## config.mk

```make
export PLATFORM = sky130hd
export DESIGN_NAME = uart_tx_sequencer
export DESIGN_NICKNAME = d
export VERILOG_FILES = /design/src/rtl/uart_tx_sequencer.sv
export SDC_FILE = /design/constraint.sdc
export NUM_CORES = 1
export LEC_CHECK = 0
export CAP_MARGIN = 20
export CORE_ASPECT_RATIO = 0.8
export CORE_UTILIZATION = 52
export CTS_CLUSTER_DIAMETER = 30
export DETAILED_ROUTE_END_ITERATION = 8
export GPL_TIMING_DRIVEN = 0
export HOLD_SLACK_MARGIN = 0.02
export PLACE_DENSITY = 0.76
export RECOVER_POWER = 100
export SYNTH_ARGS = -nofsm -noshare
export SYNTH_HDL_FRONTEND = slang
export SYNTH_SLANG_ARGS = --single-unit
export TNS_END_PERCENT = 50
```

## constraint.sdc

```tcl
create_clock -name clk -period 2.9 [get_ports clk]
set_clock_uncertainty 0.15 [all_clocks]
set_input_delay 0.435 -clock clk [delete_from_list [all_inputs] [get_ports clk]]
set_output_delay 0.435 -clock clk [all_outputs]
set_load 0.01 [all_outputs]
```

## src/rtl/uart_tx_sequencer.sv

```systemverilog
// UART transmit sequencer: one start bit, DATA_BITS data bits LSB first, one stop bit per accepted byte.
// Latency: start bit appears on tx one cycle after the tx_valid/tx_ready handshake.
// Backpressure: tx_ready is high only in IDLE; tx_valid is ignored while a frame is in flight.
module uart_tx_sequencer #(
    parameter int CLKS_PER_BIT = 868,
    parameter int DATA_BITS    = 8
) (
    input  logic                 clk,
    input  logic                 rst,
    input  logic                 tx_valid,
    input  logic [DATA_BITS-1:0] tx_data,
    output logic                 tx_ready,
    output logic                 tx,
    output logic                 busy,
    output logic                 done
);

    localparam int BW = $clog2(CLKS_PER_BIT);
    localparam int CW = $clog2(DATA_BITS);
    localparam logic [BW-1:0] BAUD_LAST = BW'(CLKS_PER_BIT - 1);
    localparam logic [CW-1:0] BIT_LAST  = CW'(DATA_BITS - 1);

    typedef enum logic [1:0] {
        IDLE  = 2'd0,
        START = 2'd1,
        DATA  = 2'd2,
        STOP  = 2'd3
    } state_t;

    state_t               state, state_nxt;
    logic [BW-1:0]        baud, baud_nxt;
    logic [CW-1:0]        bitc, bitc_nxt;
    logic [DATA_BITS-1:0] shift, shift_nxt;
    logic                 tx_nxt, done_nxt;
    logic                 bit_end;

    assign bit_end  = (baud == BAUD_LAST);
    assign tx_ready = (state == IDLE);
    assign busy     = (state != IDLE);

    always_ff @(posedge clk) begin
        if (rst) begin
            state <= IDLE;
            baud  <= '0;
            bitc  <= '0;
            shift <= '0;
            tx    <= 1'b1;
            done  <= 1'b0;
        end else begin
            state <= state_nxt;
            baud  <= baud_nxt;
            bitc  <= bitc_nxt;
            shift <= shift_nxt;
            tx    <= tx_nxt;
            done  <= done_nxt;
        end
    end

    always_comb begin
        state_nxt = state;
        bitc_nxt  = bitc;
        shift_nxt = shift;
        tx_nxt    = tx;
        done_nxt  = 1'b0;
        // Baud counter free-runs in every frame state and rests at zero in IDLE.
        if (state == IDLE || bit_end) begin
            baud_nxt = '0;
        end else begin
            baud_nxt = baud + BW'(1);
        end

        case (state)
            IDLE: begin
                tx_nxt = 1'b1;
                if (tx_valid) begin
                    shift_nxt = tx_data;
                    state_nxt = START;
                    tx_nxt    = 1'b0;
                end
            end
            START: begin
                tx_nxt = 1'b0;
                if (bit_end) begin
                    state_nxt = DATA;
                    tx_nxt    = shift[0];
                end
            end
            DATA: begin
                tx_nxt = shift[0];
                if (bit_end) begin
                    shift_nxt = shift >> 1;
                    if (bitc == BIT_LAST) begin
                        state_nxt = STOP;
                        bitc_nxt  = '0;
                        tx_nxt    = 1'b1;
                    end else begin
                        bitc_nxt = bitc + CW'(1);
                        tx_nxt   = shift[1];
                    end
                end
            end
            STOP: begin
                tx_nxt = 1'b1;
                if (bit_end) begin
                    state_nxt = IDLE;
                    done_nxt  = 1'b1;
                end
            end
            default: begin
                state_nxt = IDLE;
                tx_nxt    = 1'b1;
            end
        endcase
    end

endmodule

```

==> flow_summary.json, run 1 <==
{
  "layout_min_cycle_time_ns": 2.36,
  "netlist_area_sq_um": 1240,
  "post_drt_wl_per_cell_um": 13.3,
  "synth_top_area_cell": "dfxtp_1",
  "endpoint_kind": "output pin",
  "gp_congestion": 0.843,
  "drive_gt1_frac": 0.0461,
  "final_cell_area_sq_um": 1410,
  "netlist-cell-type-count": 35,
  "hp-class": "reg -> reg",
  "syn_avg_cell_area_sq_um": 9.18,
  "diodes": 0,
  "arrival_ns": 1.77,
  "path_class": "reg -> out",
  "synthFlopType": "dfxtp_1",
  "rows": 15,
  "fin_crit_sh": 0.812,
  "synth_edf_count": 0,
  "synth.most_common_cell": "dfxtp_1",
  "drc": 0,
  "fmax_mhz": 425,
  "syn_to_final_growth_pct": 13.7,
  "status": "finished, final reports clean",
  "max_cap_violations": 0,
  "core_sq_um": 2200,
  "grt_max_degree": 15,
  "drtIter0Drc": 22,
  "yosys-top-cells-count": "dfxtp_1, nor2_1, nand2_1, a21oi_1, mux2i_1",
  "dieWidth_um": 56.6,
  "synth_area_leaders": "dfxtp_1, mux2i_1, ha_1",
  "ctsResizeCount": 0,
  "synth_seq_cells": 25,
  "nFillCells": 201,
  "ios": 15,
  "initial_utilization": 0.564,
  "cts_buffers": 3,
  "critPathMaxFanout": 6,
  "cts_max_level": 1,
  "syn_nets": 153,
  "die-area_sq_um": 2580,
  "grt_pass1_vias": 902,
  "clk_pin_slew_ns": 0.13,
  "antenna_found_initial": 0,
  "ys.warnings.count": 0,
  "cts_hold_buf": 0,
  "critPathLaunchType": "flop",
  "synthCells": 135,
  "clkSinkCount": 25,
  "cts_tree": "done",
  "route.final.wire_length_um": 2350,
  "async_flop_share": 0,
  "crit_required_ns": 2.32,
  "peakVddDrop_uv": 622,
  "clock_path_buffers": 2,
  "place_inst": 173,
  "nets": 171,
  "worst_hold_slack_ns": 0.322,
  "hold_viol": 0,
  "slew-limit-headroom": 0.591,
  "portBuffers": 13,
  "finalSetupViolCount": 0,
  "cts_root_buf": "clkbuf_4",
  "clk_latency_ns": 0.31,
  "route.vias.total": 1017,
  "yosysTopAreaCellShare": 0.404,
  "fin_cells": 177,
  "grtUsageTotal": 0.199,
  "grt_pass1_wl_um": 3930,
  "place_area_sq_um": 1400,
  "viasPerCell": 5.75,
  "worstMarginPinSlew_ns": 0.614,
  "finalPower_uw": 966,
  "drtPass1Iterations": 4,
  "drv_slew": 0,
  "die_y_um": 45.7,
  "cts_setup_buffers": 0,
  "powerDensity_nw_per_um2": 686,
  "grt-ovfl-total": 0,
  "hpwl_um": 1790,
  "ys_seq_area_frac": 0.404,
  "rsz0062_at_grt": "false",
  "ant_nets": 0,
  "leakage_nw": 0.520,
  "fin_setup_tns_ns": 0
}
==> worst paths after layout <==
path	depth (start not counted)	startpoint	slack [ns]	end
min	2	bitc[1]	0.32	bitc[1]
max	4	state[0]	0.54	busy
max reg2reg	7	state[0]	0.57	shift[6]
min reg2reg	2	bitc[1]	0.32	bitc[1]
==> cells in the final DEF (no fill, tap or decap), types with 2 or more instances in the layout <==
cell             synthesis  layout
dfxtp_1                 25      25
nor2_1                  16      16
nand2_1                 13      13
a21oi_1                 10      10
mux2i_1                 10      10
clkdlybuf4s50_1          0       9
a311oi_1                 7       7
ha_1                     7       7
inv_1                    6       6
xnor2_1                  6       6
nand3_1                  4       4
dlygate4sd3_1            0       4
clkbuf_1                 3       3
nor3_1                   3       3
clkbuf_4                 0       3
nor3b_1                  1       2
xor2_1                   2       2
nand4_1                  2       2
==> area by class of cell <==
type | count | area, sq um | share of cell area
clock buffer | 3 | 22.5 | 0.0160
inverter | 6 | 22.5 | 0.0160
clock inverter | 1 | 5.00 | 0.00355
timing repair buffer | 13 | 130 | 0.0924
sequential | 25 | 500 | 0.355
tap | 25 | 31.3 | 0.0222
multi-input combinational | 99 | 677 | 0.480
buffer | 5 | 20.0 | 0.0142
==> metal layers <==
layer  track usage  vias to the layer above  share of wire
li1              -                      520              -
met1         0.267                      471           0.52
met2         0.320                       22           0.41
met3        0.0597                        4          0.055
met4        0.0488                        0         0.0089
met5             0                        -              0
==> sequential cells by signal, indices dropped and copies added, names as in the netlist <==
register and flops:
shift 8, bitc 3, baud 10, state 2
done 1, tx 1
==> where the power goes <==
part	internal (mW)	switching, mW
sequential	0.414	0.0459
combinational	0.156	0.200
clock	0.0516	0.0997
total	0.621	0.345
==> per-stage QoR <==
step	utilization	setup slack [ns]
final	0.642	0.545
after global routing	0.642	0.389
after CTS	0.650	0.585
after detailed placement	0.638	0.550
after global placement	0.638	0.608
after floorplan	-	0.823
==> worst max-delay path, cell delays in order, from the launching register on <==
cell and delay, ns:
dfxtp_1 0.39, inv_1 0.10, ha_1 0.28, inv_1 0.09
dlygate4sd3_1 0.60
==> kinds of logic (layout without fill, tap and decap cells) <==
group / after synthesis / in the layout / synth area share
and+or+nand+nor: 49 / 49 / 0.204
buffers and inverters: 11 / 28 / 0.0343
AOI/OAI and AO/OA: 25 / 25 / 0.149
DFF: 25 / 25 / 0.404
adders and majority gates: 7 / 7 / 0.0707
muxes: 10 / 10 / 0.0808
xor gates and xnor gates: 8 / 8 / 0.0566
No activity file was read; power rests on OpenSTA's default activity.
==> run 2: changes to the inputs <==
clock period = 2.38 ns   (was 2.9 ns; I/O delays follow)
==> run 2 against run 1 <==
Net effect:
- core utilization is 0.40 points higher
- routed wire length hardly changed
- via count shrank 0.20%
- hold slack worse by 0.044 ns
- clock power increased by 23%
- combinational power rose by 26%
- flip-flop and latch count did not move
- register-to-register slack lost 0.40 ns
- non-clock buffer count did not move
- sequential share of layout area shrank 0.22 points
- critical path depth is 1 lower
- die area stayed put
- critical endpoint is now tx_ready
==> flow_summary.json, run 2 (same netlist as run 1, synthesis figures left out) <==
{
  "hpwl_um": 1790,
  "drv_slew": 0,
  "diodes": 0,
  "die-area_sq_um": 2580,
  "slew-limit-headroom": 0.592,
  "drtPass1Iterations": 4,
  "grt_pass1_vias": 902,
  "status": "finished, final reports clean",
  "preCtsSetupSlack_ns": 0.108,
  "cts_max_level": 1,
  "final_cell_mix": "dfxtp_1, nor2_1, nand2_1",
  "ios": 15,
  "fin_crit_sh": 0.934,
  "endpoint_kind": "output pin",
  "cts_root_buf": "clkbuf_4",
  "worst_slack_ns": 0.157,
  "largest_reg_flops": 10,
  "rows": 15,
  "leakage_nw": 0.529,
  "grt_max_degree": 15,
  "hold_viol": 0,
  "cts_hold_buf": 0,
  "fmax_mhz": 450,
  "rsz0062_at_grt": "false",
  "cts_buffers": 3,
  "worstMarginPinSlew_ns": 0.612,
  "clkSinkCount": 25,
  "layout_min_cycle_time_ns": 2.22,
  "initial_utilization": 0.564,
  "max_cap_violations": 0,
  "powerDensity_nw_per_um2": 841,
  "dieWidth_um": 56.6,
  "seq_area_sq_um": 500,
  "path_class": "reg -> out",
  "post_drt_wl_per_cell_um": 13.3,
  "crit_required_ns": 1.87,
  "hp-class": "in -> reg",
  "drc": 0,
  "drive_gt1_frac": 0.0592,
  "critPathLaunchType": "flop",
  "arrival_ns": 1.72,
  "drtIter0Drc": 21,
  "portBuffers": 13,
  "cts_setup_buffers": 0,
  "reg.largest.list": "baud: 10 flops, shift: 8 flops, bitc: 3 flops",
  "die_y_um": 45.7,
  "fin_setup_tns_ns": 0,
  "multi_input_area_sq_um": 684,
  "grt_pass1_wl_um": 3930,
  "viasPerCell": 5.73,
  "critPathMaxFanout": 6,
  "cts_tree": "done",
  "route.vias.total": 1015,
  "nets": 171,
  "route.final.wire_length_um": 2350,
  "gp_congestion": 0.843,
  "largest-register": "baud",
  "clk_latency_ns": 0.32,
  "peakVddDrop_uv": 776,
  "clock_path_buffers": 2,
  "finalSetupViolCount": 0,
  "clk_pin_slew_ns": 0.13,
  "final_common_cell": "dfxtp_1",
  "antenna_found_initial": 0,
  "grtUsageTotal": 0.199,
  "syn_to_final_growth_pct": 14.4,
  "core_sq_um": 2200,
  "nFillCells": 200,
  "grt-ovfl-total": 0,
  "ant_nets": 0
}
-- run 2: final timing paths --
| kind | start | endpoint | slack, ns | cells past startpoint |
|---|---|---|---|---|
| worst max register to register | state[0] | state[0] | 0.17 | 6 |
| worst max-delay path | state[0] | tx_ready | 0.16 | 3 |
| worst min register to register | bitc[1] | bitc[1] | 0.32 | 2 |
| worst min-delay path | rst | state[0] | 0.28 | 2 |
-- run 2: through the flow --
stage | hold WS, ns | total power [mW] | area, sq um | instances | utilization
6_report | 0.279 | 1.19 | 1420 | 177 | 0.646
5_1_grt | 0.264 | 1.26 | 1420 | 177 | 0.646
4_1_cts | 0.249 | 1.21 | 1430 | 177 | 0.650
3_5_place_dp | 0.302 | 1.02 | 1400 | 173 | 0.638
3_3_place_gp | 0.294 | 0.997 | 1400 | 173 | 0.638
2_1_floorplan | 0.280 | 0.881 | 1240 | 135 | -
-- run 2: worst max-delay path, cell delays in order, from the launching register on --
cell	delay (ns)
dfxtp_1	0.39
inv_1	0.10
ha_1	0.28
dlygate4sd3_1	0.63
-- run 2: cell type report --
cell class	instances	area share
Timing Repair Buffer	13	0.0918
Sequential cell	25	0.353
Clock buffer	3	0.0159
Buffer	5	0.0150
Tap cell	25	0.0221
Multi-Input combinational cell	99	0.483
Inverter	6	0.0159
Clock inverter	1	0.00353
-- run 2: what timing repair did --
item	4_1_cts	5_1_grt
endpoints found under the hold margin	0	0
setup endpoints to repair	0	3
gates resized for setup	0	2
-- run 2: where the power goes --
part           internal, mW  total, mW  switching [mW]
combinational         0.202      0.446           0.244
sequential            0.504      0.560          0.0559
clock                0.0629      0.186           0.123
total                 0.769       1.19           0.423
-- run 2: routing by layer --
metal | GRT usage | vias to the layer above | part of all wire
met1 | 0.267 | 468 | 0.52
met4 | 0.0488 | 0 | 0.0081
li1 | - | 521 | -
met3 | 0.0597 | 4 | 0.057
met5 | 0 | - | 0
met2 | 0.320 | 22 | 0.41
==> run 3: changes to the inputs <==
ABC_CLOCK_PERIOD_IN_PS = 2380   (was default)
==> results of run 3 <==
The final DEF is identical to that of run 2; final timing and power are the same.
